===== config.mk =====
export PLATFORM = sky130hd
export DESIGN_NAME = mpc_coef_ram_writer
export DESIGN_NICKNAME = d
export VERILOG_FILES = /design/src/rtl/mpc_coef_ram_writer.sv
export SDC_FILE = /design/constraint.sdc
export NUM_CORES = 1
export LEC_CHECK = 0
export ABC_CLOCK_PERIOD_IN_PS = 3000
export BUFFER_PORTS_ARGS = -buffer_cell sky130_fd_sc_hd__buf_2
export CAP_MARGIN = 20
export CORE_ASPECT_RATIO = 2
export CORE_MARGIN = 10
export CORE_UTILIZATION = 50
export CTS_BUF_LIST = sky130_fd_sc_hd__clkbuf_4 sky130_fd_sc_hd__clkbuf_8
export DETAILED_ROUTE_END_ITERATION = 12
export HOLD_SLACK_MARGIN = 0.12
export PLACE_DENSITY = 0.77
export SETUP_SLACK_MARGIN = 0.02
export SYNTH_ARGS = -nofsm -noshare
export SYNTH_HDL_FRONTEND = slang
export SYNTH_SLANG_ARGS = --single-unit

===== constraint.sdc =====
create_clock -name clk -period 3 [get_ports clk]
set_input_delay 0.6 -clock clk [delete_from_list [all_inputs] [get_ports clk]]
set_output_delay 0.6 -clock clk [all_outputs]
set_load 0.02 [all_outputs]

===== src/rtl/mpc_coef_ram_writer.sv =====
// Coefficient RAM: an FSM loads AddressRange words from a valid/ready stream; an independent port reads them back.
// Latency: one cycle from ce0 to q0; writes land on the accepting edge. Backpressure: s_ready is high only while loading.
module mpc_coef_ram_writer #(
    parameter int DataWidth    = 14,
    parameter int AddressWidth = 3,
    parameter int AddressRange = 6
) (
    input  logic                    clk,
    input  logic                    reset,
    input  logic                    start,
    input  logic [DataWidth-1:0]    s_data,
    input  logic                    s_valid,
    output logic                    s_ready,
    input  logic [AddressWidth-1:0] address0,
    input  logic                    ce0,
    output logic [DataWidth-1:0]    q0,
    output logic                    loaded,
    output logic                    busy,
    output logic [AddressWidth-1:0] wr_count
);

    typedef enum logic [1:0] {
        IDLE = 2'd0,
        LOAD = 2'd1,
        DONE = 2'd2
    } state_t;

    localparam logic [AddressWidth-1:0] LastAddr = AddressWidth'(AddressRange - 1);

    state_t                  state;
    state_t                  state_nxt;
    logic [AddressWidth-1:0] wr_count_nxt;
    logic                    loaded_nxt;
    logic                    wr_en;

    logic [DataWidth-1:0]    mem [AddressRange];

    // start wins over a same-cycle beat, so a restart never writes the stale word
    always_comb begin
        state_nxt    = state;
        wr_count_nxt = wr_count;
        loaded_nxt   = loaded;
        wr_en        = 1'b0;
        if (start) begin
            state_nxt    = LOAD;
            wr_count_nxt = '0;
            loaded_nxt   = 1'b0;
        end else if (state == LOAD && s_valid) begin
            wr_en = 1'b1;
            if (wr_count == LastAddr) begin
                state_nxt  = DONE;
                loaded_nxt = 1'b1;
            end else begin
                wr_count_nxt = wr_count + AddressWidth'(1);
            end
        end
    end

    always_ff @(posedge clk) begin
        if (reset) begin
            state    <= IDLE;
            wr_count <= '0;
            loaded   <= 1'b0;
        end else begin
            state    <= state_nxt;
            wr_count <= wr_count_nxt;
            loaded   <= loaded_nxt;
        end
    end

    assign s_ready = (state == LOAD);
    assign busy    = (state == LOAD);

    // Contents survive reset; only the load path may overwrite them
    always_ff @(posedge clk) begin
        if (wr_en && !reset) begin
            mem[wr_count] <= s_data;
        end
    end

    // Read-first: a same-cycle write to address0 is seen on the next read
    always_ff @(posedge clk) begin
        if (reset) begin
            q0 <= '0;
        end else if (ce0) begin
            q0 <= (address0 <= LastAddr) ? mem[address0] : '0;
        end
    end

endmodule


==> results.toml <==
[logic_synthesis]
syn_area_sq_um = 4008
ys.flop_type = "edfxtp_1"
synth-seq-cells = 103
synth_top_cell_area_share = 0.6294
yosysTopAreaCell = "edfxtp_1"
postSynthAreaPerCell_sq_um = 16.98
synth_edf_count = 84
synthTopCellsByCount = "edfxtp_1 (84), mux2_2 (32), nand2_1 (32), dfxtp_1 (19), a222oi_1 (14)"
yosysMostFrequentCell = "edfxtp_1"
ys_seq_area_frac = 0.7243
async_reset_ff_frac = 0
yosys.cell_types.count = 30
synth_area_leaders = "edfxtp_1 (63%), dfxtp_1 (9.5%), mux2_2 (9.0%)"
syn_inst = 236
yosys_warnings = 0
synth_fp_nets = 260

[routing]
wl_per_cell_um = 20.38
drtIter0Drc = 183
vias = 2228
drc_errors = 0
drt_pass1_iterations = 5
drtAntennaViolNets = 0
viasPerCell = 5.757
finalWirelength_um = 7887

[cells_and_area]
postLayoutCoreUtil = 0.5727
drive_gt1_frac = 0.3918
areaGrowthSynthToFinish_pct = 12.68
num-nets-final = 310
antenna_cells = 0
nFillCells = 599

[die]
start_util = 0.5083
die_h_um = 146.6
row_count = 46
die_w_um = 83.31
ios = 42
die-area_sq_um = 12210
core_area_sq_um = 7885

[power]
combPwrFrac = 0.057
sequentialPowerShare = 0.615
swShare = 0.2044
p_int_uw = 2028
clkPwrFrac = 0.328
power.switching_uw = 521.1
p_per_area_nw_per_um2 = 564.5
p_leak_uw = 0.001678
vdd_drop_max_mv = 0.3847

[sta]
report.final.hold_viol_count = 0
skew_ps = 7.064
fin_tns_setup_ps = 0
worstMarginPinSlew_ps = 581.6
rsz0062_at_grt = "false"
fmax_mhz = 586.3
fin_crit_sh = 0.5685
max-slew-margin-rel = 0.6108
setup_violations = 0
drv_slew = 0
finalCriticalPeriod_ps = 1705

[global_routing]
grt_usage = 0.1300
first_global_vias = 2381
grt_max_degree = 17
grt_first_pass_wirelength_um = 12520
overflow = 0
antenna_found_initial = 0

[setup_path]
cp.arrival_ps = 1110
crit_path_end_kind = "output port"
path_class = "register to output port"
start_kind = "register"
cp.required_ps = 2400
worst-path-max-fanout = 4
r2r_setup_slack_ps = 1360

[outcome]
status = "finished, final reports clean"

[worst_hold_path]
hold_path_class = "input port to register"

[cts]
cts_hold_buf = 0
clk_latency_ps = 350
h-tree-depth = 3
cts_setup_buffers = 0
cts_sinks = 103
cts-root-buf = "clkbuf_8"
cts_tree = "built"
post_cts_resized = 0
clockBufferDepth = 2
clkTransAtPathRegs_ps = 80
numCtsBuffers = 9

[place]
gp_congestion = 0.6985
dpl.hpwl_um = 5319
numPortBuffers = 41

[job]
maxCapViolations = 0
[layout by cell type (no fill, tap or decap), types with 2 or more instances in the layout]
cell type  instances
clkinv_2           3
and4bb_2           2
buf_2             41
nor2_1             8
edfxtp_1          84
and2_1             2
ha_1               2
dfxtp_1           19
mux2_2            32
nand2_1           32
buf_4             10
nor3_2             2
a222oi_1          14
clkbuf_8          10
mux2_4            10
o21ai_0            2
nand4b_1           2
[cell type report]
type / count / area [sq um] / share of cell area
clock buffers: 11 / 145.1 / 0.03214
repair buffers: 51 / 280.3 / 0.06207
flip-flops and latches: 103 / 2903 / 0.6428
well taps: 96 / 120.1 / 0.02660
clock inverters: 5 / 48.80 / 0.01081
inverters: 1 / 3.754 / 0.0008313
multi-input cells: 120 / 1015 / 0.2247
[power by group through the flow]
stage,combinational [uW],sequential [uW],clock (uW)
3_3_place_gp,141,1600,0
3_5_place_dp,147,1600,0
5_1_grt,157,1570,911
2_1_floorplan,78.5,1610,0
4_1_cts,147,1570,855
6_report,146,1570,837
[state kept, by name, summed over array words and instances, names as in the netlist]
register / count
wr_count: 3
state: 2
q0: 14
mem: 84
[metrics by stage]
step | worst slack [ps] | power, uW | hold slack (ps) | cells | area, sq um
floorplan | 471.1 | 1692 | 491.1 | 236 | 4008
global placement | 989.1 | 1739 | 477.6 | 371 | 4322
detailed placement | 926.1 | 1747 | 475.6 | 371 | 4322
CTS | 1279 | 2569 | 449.8 | 387 | 4516
global route | 1195 | 2637 | 464.7 | 387 | 4516
finish | 1295 | 2549 | 464.9 | 387 | 4516
[worst max-delay path, stage by stage (launching register included)]
cell     delay [ps]
dfxtp_1         390
nor2b_1         180
buf_2           190
[layer usage]
| layer | vias up | GRT usage | routed length [um] |
|---|---|---|---|
| met5 | - | 0 | 0 |
| met4 | 0 | 0.06764 | 167 |
| met3 | 13 | 0.03677 | 505 |
| met2 | 74 | 0.2263 | 4242 |
| met1 | 1127 | 0.1377 | 2972 |
| li1 | 1014 | - | - |
[kinds of logic (layout without fill, tap and decap cells)]
| group | after synthesis | after routing | share of synthesized area |
|---|---|---|---|
| and+or+nand+nor | 56 | 56 | 0.07087 |
| AOI/OAI and AO/OA | 20 | 20 | 0.04620 |
| muxes | 42 | 42 | 0.1274 |
| adders and majority gates | 2 | 2 | 0.006243 |
| DFF | 103 | 103 | 0.7243 |
| buffers and inverters | 13 | 68 | 0.02498 |
[final timing paths]
kind	from	to	depth (start not counted)
setup / recovery	state[0]	busy	2
setup reg to reg	state[1]	mem[0][3]	4
hold reg to reg	q0[9]	q0[9]	2
hold / removal	start	wr_count[1]	2
No activity file was read; power rests on OpenSTA's default activity.
